### src/rtl/skid_pipe.sv
// Two-entry skid buffer with fully registered data, valid and ready outputs.
// Optional stall counter and stall_cnt_o port are compiled in with SKID_PIPE_STALL_CNT_EN.
module skid_pipe #(
    parameter int unsigned WIDTH = 32
) (
    input  logic             clk_i,
    input  logic             rst_n_i,
    input  logic [WIDTH-1:0] data_i,
    input  logic             data_vld_i,
    output logic             data_rdy_o,
    output logic [WIDTH-1:0] data_o,
    output logic             data_vld_o,
    input  logic             data_rdy_i
`ifdef SKID_PIPE_STALL_CNT_EN
    ,
    output logic [15:0]      stall_cnt_o
`endif
);

    typedef enum logic [1:0] {
        ST_EMPTY = 2'b00,
        ST_BUSY  = 2'b01,
        ST_FULL  = 2'b10
    } state_e;

    state_e           state_q;
    state_e           state_d;
    logic [WIDTH-1:0] skid_q;
    logic [WIDTH-1:0] skid_d;
    logic [WIDTH-1:0] out_d;
    logic             up_xfer;
    logic             dn_xfer;

    assign up_xfer = data_vld_i && data_rdy_o;
    assign dn_xfer = data_vld_o && data_rdy_i;

    // Next-state and register-load decode; FULL never samples data_i since ready is low there.
    always_comb begin
        state_d = state_q;
        out_d   = data_o;
        skid_d  = skid_q;
        case (state_q)
            ST_EMPTY: begin
                if (up_xfer) begin
                    out_d   = data_i;
                    state_d = ST_BUSY;
                end
            end
            ST_BUSY: begin
                if (up_xfer && dn_xfer) begin
                    out_d = data_i;
                end else if (up_xfer) begin
                    skid_d  = data_i;
                    state_d = ST_FULL;
                end else if (dn_xfer) begin
                    state_d = ST_EMPTY;
                end
            end
            ST_FULL: begin
                if (dn_xfer) begin
                    out_d   = skid_q;
                    state_d = ST_BUSY;
                end
            end
            default: begin
                state_d = ST_EMPTY;
            end
        endcase
    end

    // Handshake flags are decoded from the next state so both leave a flop directly.
    always_ff @(posedge clk_i) begin
        if (!rst_n_i) begin
            state_q    <= ST_EMPTY;
            data_o     <= '0;
            skid_q     <= '0;
            data_vld_o <= 1'b0;
            data_rdy_o <= 1'b0;
        end else begin
            state_q    <= state_d;
            data_o     <= out_d;
            skid_q     <= skid_d;
            data_vld_o <= (state_d != ST_EMPTY);
            data_rdy_o <= (state_d != ST_FULL);
        end
    end

`ifdef SKID_PIPE_STALL_CNT_EN
    localparam int unsigned    CNT_W   = 16;
    localparam logic [CNT_W-1:0] CNT_MAX = '1;

    // Saturating count of edges where downstream holds off a valid word.
    always_ff @(posedge clk_i) begin
        if (!rst_n_i) begin
            stall_cnt_o <= '0;
        end else if (data_vld_o && !data_rdy_i && (stall_cnt_o != CNT_MAX)) begin
            stall_cnt_o <= stall_cnt_o + CNT_W'(1);
        end
    end
`endif

endmodule

### config.mk
export PLATFORM = sky130hd
export DESIGN_NAME = skid_pipe
export DESIGN_NICKNAME = d
export VERILOG_FILES = /design/src/rtl/skid_pipe.sv
export SDC_FILE = /design/constraint.sdc
export NUM_CORES = 1
export LEC_CHECK = 0
export ABC_CLOCK_PERIOD_IN_PS = 2400
export CAP_MARGIN = 20
export CORE_MARGIN = 4
export CORE_UTILIZATION = 65
export DETAILED_ROUTE_END_ITERATION = 10
export DONT_BUFFER_PORTS = 1
export PLACE_DENSITY = 0.77
export SETUP_SLACK_MARGIN = 0.3
export SYNTH_ARGS = -nofsm -noshare
export SYNTH_HDL_FRONTEND = slang
export SYNTH_SLANG_ARGS = --single-unit
### constraint.sdc
create_clock -name clk_i -period 2.4 [get_ports clk_i]
set_input_delay 0.48 -clock clk_i [delete_from_list [all_inputs] [get_ports clk_i]]
set_output_delay 0.48 -clock clk_i [all_outputs]
set_load 0.02 [all_outputs]
==> results.json, run 1 <==
{
  "status": "finished, final reports clean",
  "rows": 25,
  "die-height_um": 79.7,
  "post-route-drc-count": 0,
  "cp.arrival_ps": 1910,
  "antenna_found_initial": 0,
  "min_period_ps": 1690,
  "dieArea_um2": 6350,
  "antenna_cells": 0,
  "finalCritPeriodShare": 0.706,
  "fin_area_um2": 3500,
  "syn_nets": 354,
  "maxCapViolCount": 0,
  "path_class": "register to register",
  "vdd_drop_max_mv": 0.500,
  "skew_ps": 6.09,
  "vias": 2499,
  "post_cts_resized": 0,
  "cts-root-buf": "clkbuf_8",
  "cts_tree": "built",
  "drt-total-wl_mm": 7.49,
  "area_growth_pct": 4.64,
  "p_leak_nw": 1.29,
  "critPathMaxFanout": 21,
  "place_congestion": 0.750,
  "syn_avg_cell_area_um2": 10.5,
  "boundaryPins": 70,
  "layout_commonest_cell": "dfxtp_1",
  "grt_usage": 0.243,
  "rsz0062_at_grt": "no",
  "crit_required_ps": 2610,
  "yosysSeqAreaShare": 0.407,
  "final_cell_mix": "dfxtp_1, a211oi_2, mux2i_1, nand3_1, a21oi_1",
  "overflow": 0,
  "max_slew_margin": 0.632,
  "vias_per_cell": 6.68,
  "core_area_um2": 4850,
  "cts-htree-levels": 3,
  "dr.first_iter.drc_count": 149,
  "max_slew.worst_pin.slew_ps": 553,
  "nFillCells": 361,
  "hp-class": "primary input to register",
  "port_buffers": 0,
  "grt_max_degree": 65,
  "fmax_mhz": 590,
  "timing.hold.ws_ps": 263,
  "grt_pass1_vias": 2388,
  "ys_warn_count": 0,
  "start_util": 0.690,
  "firstDrtPassIters": 4,
  "cts-buffers-inserted": 9,
  "synth_cells": 318,
  "drive_gt1_frac": 0.293,
  "startpoint_type": "register",
  "ctsHoldBuffers": 0,
  "synth.ff_latch_count": 68,
  "grt_pass1_wl_mm": 12.1,
  "slew_violations": 0,
  "tns_ps": 0,
  "cts.path.max_buffers": 2,
  "cts_num_sinks": 68,
  "final_antenna_net_count": 0,
  "syn_area_um2": 3340,
  "setup_viol": 0,
  "finalHoldViolCount": 0,
  "clkSlewWorstSetupHoldPaths_ps": 70,
  "routedWlPerCell_um": 20.0,
  "power_density_nw_per_um2": 732,
  "synth_cell_types": 29,
  "insertion_delay_ps": 330,
  "hpwl_mm": 4.43,
  "crit_path_end_kind": "register",
  "power_mw": 2.56,
  "placedInstanceArea_um2": 3320,
  "die_x_um": 79.7,
  "post_cts_buffers": 0,
  "fin_nets": 338
}
## stage by stage
step	instances	utilization	setup WS (ps)
after global placement	358	0.684	775
final	374	0.722	705
after CTS	374	0.722	704
after global routing	374	0.722	565
after floorplan	318	-	1040
after detailed placement	358	0.684	719
## state kept, by name, summed over array words and instances (netlist names)
| signal | flops |
|---|---|
| data_o | 32 |
| skid_q | 32 |
| state_q | 2 |
| data_rdy_o | 1 |
| data_vld_o | 1 |
## kinds of logic (layout without fill, tap and decap cells)
group	Yosys count	count (layout)	share of synthesized area
and+or+nand+nor	44	44	0.0722
DFF	68	68	0.407
AOI/OAI and AO/OA	135	135	0.345
muxes	32	32	0.0958
buffers and inverters	39	28	0.0797
## report_power, final
part           internal, mW  switching, mW  leakage, nW
Combinational         0.160          0.222        0.644
Clock                 0.460          0.406       0.0937
Sequential             1.19          0.117        0.555
Total                  1.81          0.745         1.29
## metal layers
metal / wire length [um] / GRT usage / share of wire / vias up
li1: - / - / - / 1173
met1: 3290 / 0.315 / 0.44 / 1238
met2: 3470 / 0.360 / 0.46 / 76
met3: 604 / 0.0767 / 0.081 / 12
met4: 125 / 0.124 / 0.017 / 0
met5: 0 / 0 / 0 / -
## final cells by class
cell class	instances	area, um^2	share of cell area
Multi-Input combinational cell	211	1740	0.496
Sequential cell	68	1360	0.389
Clock buffer	15	176	0.0504
Timing Repair Buffer	11	133	0.0379
Tap cell	67	83.8	0.0240
Clock inverter	1	5.00	0.00143
Inverter	1	3.75	0.00107
## cell usage after synthesis, drive strengths merged
cell type   n  share of area
nand4b      1         0.0026
and4b       1         0.0030
nor2        1         0.0011
clkbuf     11          0.012
mux2i      32          0.096
nand3      32          0.048
inv         1         0.0011
nand2b      1         0.0019
a211oi     64           0.23
a21oi      33          0.051
nand2       2         0.0022
a21o        1         0.0022
a21bo       1         0.0030
and4        1         0.0026
a21boi      2         0.0056
o22ai       1         0.0037
nand4       1         0.0019
nand3b      2         0.0045
and2        1         0.0019
dfxtp      68           0.41
o21ai      33          0.049
buf        27          0.066
and3b       1         0.0026
## critical path, stage by stage, from the launching register on
cell,delay [ps]
dfxtp_1,410
nand2b_2,510
buf_12,270
mux2i_1,260
a211oi_2,100
## path summary, 6_finish.rpt
kind                                 start    endpoint  slack [ps]  depth (start not counted)
worst max-delay path            state_q[0]  data_o[14]         710                          4
worst min-delay path               rst_n_i  state_q[1]         260                          1
worst max register to register  state_q[0]  data_o[14]         710                          4
worst min register to register   skid_q[2]   skid_q[2]         480                          2
Note: power is estimated with default switching activity, not from simulation.
==> run 2: changes to the inputs <==
--- a/config.mk
+++ b/config.mk
@@ -5,13 +5,13 @@
 export SDC_FILE = /design/constraint.sdc
 export NUM_CORES = 1
 export LEC_CHECK = 0
-export ABC_CLOCK_PERIOD_IN_PS = 2400
+export ABC_CLOCK_PERIOD_IN_PS = 1400
 export CAP_MARGIN = 20
 export CORE_MARGIN = 4
-export CORE_UTILIZATION = 65
+export CORE_UTILIZATION = 57
 export DETAILED_ROUTE_END_ITERATION = 10
 export DONT_BUFFER_PORTS = 1
-export PLACE_DENSITY = 0.77
+export PLACE_DENSITY = 0.71
 export SETUP_SLACK_MARGIN = 0.3
 export SYNTH_ARGS = -nofsm -noshare
 export SYNTH_HDL_FRONTEND = slang
==> constraint.sdc (replaced) <==
create_clock -name clk_i -period 1.4 [get_ports clk_i]
set_input_delay 0.28 -clock clk_i [delete_from_list [all_inputs] [get_ports clk_i]]
set_output_delay 0.28 -clock clk_i [all_outputs]
set_load 0.02 [all_outputs]
==> run 2 against run 1 <==
The run now ends with negative setup slack left. Die area is 13% higher. Via count grew 11%. Sequential share of layout area down 8.7 points. Critical path type unchanged. Largest cell class unchanged.
==> results.json, run 2 (synthesis gave the netlist of run 1 again) <==
{
  "status": "finished with violations",
  "violations": "negative setup slack",
  "fin_nets": 373,
  "start_util": 0.596,
  "setup_viol": 1,
  "port_buffers": 0,
  "vias_per_cell": 6.71,
  "vdd_drop_max_mv": 0.815,
  "grt_pass1_wl_mm": 13.9,
  "skew_ps": 7.42,
  "worst_slack_ps": -33.1,
  "cp.arrival_ps": 1690,
  "fmax_mhz": 698,
  "max_slew_margin": 0.744,
  "core_area_um2": 5610,
  "overflow": 0,
  "reg_top3": "data_o: 32 flops, skid_q: 32 flops, state_q: 2 flops",
  "area_growth_pct": 40.1,
  "power_density_nw_per_um2": 1080,
  "die-height_um": 84.6,
  "hp-class": "primary input to register",
  "dp_cells": 373,
  "crit_required_ps": 1650,
  "wl_met2_mm": 5.22,
  "vias": 2773,
  "grt_usage": 0.247,
  "boundaryPins": 70,
  "nFillCells": 306,
  "regToRegSetupSlack_ps": -30,
  "clkSlewWorstSetupHoldPaths_ps": 80,
  "cts-buffers-inserted": 9,
  "ctsHoldBuffers": 0,
  "met1_length_mm": 4.32,
  "top_layer_used": "met4",
  "finalCritPeriodShare": 1.02,
  "min_period_ps": 1430,
  "path_class": "register to register",
  "cts.path.max_buffers": 2,
  "final_cell_mix": "a211oi_2, dfxtp_2, dfxtp_1",
  "critPathMaxFanout": 7,
  "insertion_delay_ps": 360,
  "finalNonFillerCells": 413,
  "post-route-drc-count": 0,
  "dr.first_iter.drc_count": 218,
  "routedWlPerCell_um": 25.5,
  "rsz0062_at_grt": "yes",
  "max_slew.worst_pin.slew_ps": 384,
  "dieArea_um2": 7150,
  "drive_gt1_frac": 0.669,
  "crit_chain": "a21boi_4, o22ai_4, buf_6, buf_16, a211oi_2",
  "cts-htree-levels": 3,
  "slew_violations": 0,
  "grt_max_degree": 43,
  "dr_wl_met3_um": 721,
  "pre_cts_slack_ps": 50.2,
  "rows": 27,
  "place_congestion": 0.758,
  "cts-root-buf": "clkbuf_8",
  "die_x_um": 84.6,
  "cts_tree": "built",
  "cpPeakStageDelay_ps": 380,
  "final_antenna_net_count": 0,
  "maxCapViolCount": 0,
  "startpoint_type": "register",
  "antenna_found_initial": 0,
  "power_mw": 5.04,
  "finalHoldViolCount": 0,
  "drt-total-wl_mm": 10.5,
  "crit_path_end_kind": "register",
  "slowest_stage": "dfxtp_4",
  "layout_commonest_cell": "a211oi_2",
  "p_leak_nw": 1.66,
  "cts_num_sinks": 68,
  "firstDrtPassIters": 4,
  "hpwl_mm": 4.91,
  "grt_pass1_vias": 2595,
  "antenna_cells": 0
}
## run 2: cell types whose count changed in the layout (fill, tap and decap cells not counted), sizes merged
cell and change:
bufbuf +1, buf +27, and3b +1, clkbuf +4, bufinv +1
## run 2: cell type report
type                       instances  area [um^2]  area share
clock buffer                      13          149      0.0318
clock inverter                     2         35.0     0.00748
inverter                           1         3.75    0.000801
multi-input combinational        212         2200       0.470
sequential                        68         1420       0.302
tap                               72         90.1      0.0192
timing repair buffer              45          790       0.169
## run 2: metal layers
layer,GRT usage,up-vias
met4,0.102,0
met3,0.0805,24
met1,0.301,1399
met5,0,-
li1,-,1257
met2,0.401,93
## run 2: power breakdown
part	switching, mW	total, mW	internal (mW)	leakage [nW]
logic	0.587	1.15	0.568	0.997
clock network	0.751	1.61	0.862	0.0935
registers	0.208	2.27	2.06	0.569
## run 2: repair_timing
| action | in CTS | in global routing |
|---|---|---|
| setup endpoints to repair | 91 | 81 |
| resized for setup | 39 | 102 |
| pin swaps | 5 | 54 |
| gates cloned | 6 | 7 |
| setup buffers | 10 | 2 |
## run 2: final timing paths
| path | from | end | cells past startpoint |
|---|---|---|---|
| max | state_q[0] | data_o[21] | 5 |
| min | data_i[14] | skid_q[14] | 2 |
| max reg2reg | state_q[0] | data_o[21] | 5 |
| min reg2reg | skid_q[15] | skid_q[15] | 2 |
## run 2: metrics by stage
stage | area, um^2 | hold WS (ps) | util | TNS (ps)
after global placement | 3510 | 408 | 0.627 | 0
final | 4680 | 47.0 | 0.835 | -33.1
after floorplan | 3410 | 402 | - | 0
after CTS | 4060 | 55.2 | 0.724 | 0
after global routing | 4680 | 37.1 | 0.835 | -258
after detailed placement | 3510 | 416 | 0.627 | 0
## run 2: critical path, delay by kind of cell (launching register included)
family,cells,cell delay [ps]
AO/OA/AOI/OAI,3,660
flip-flops,1,380
buffers and inverters,2,290
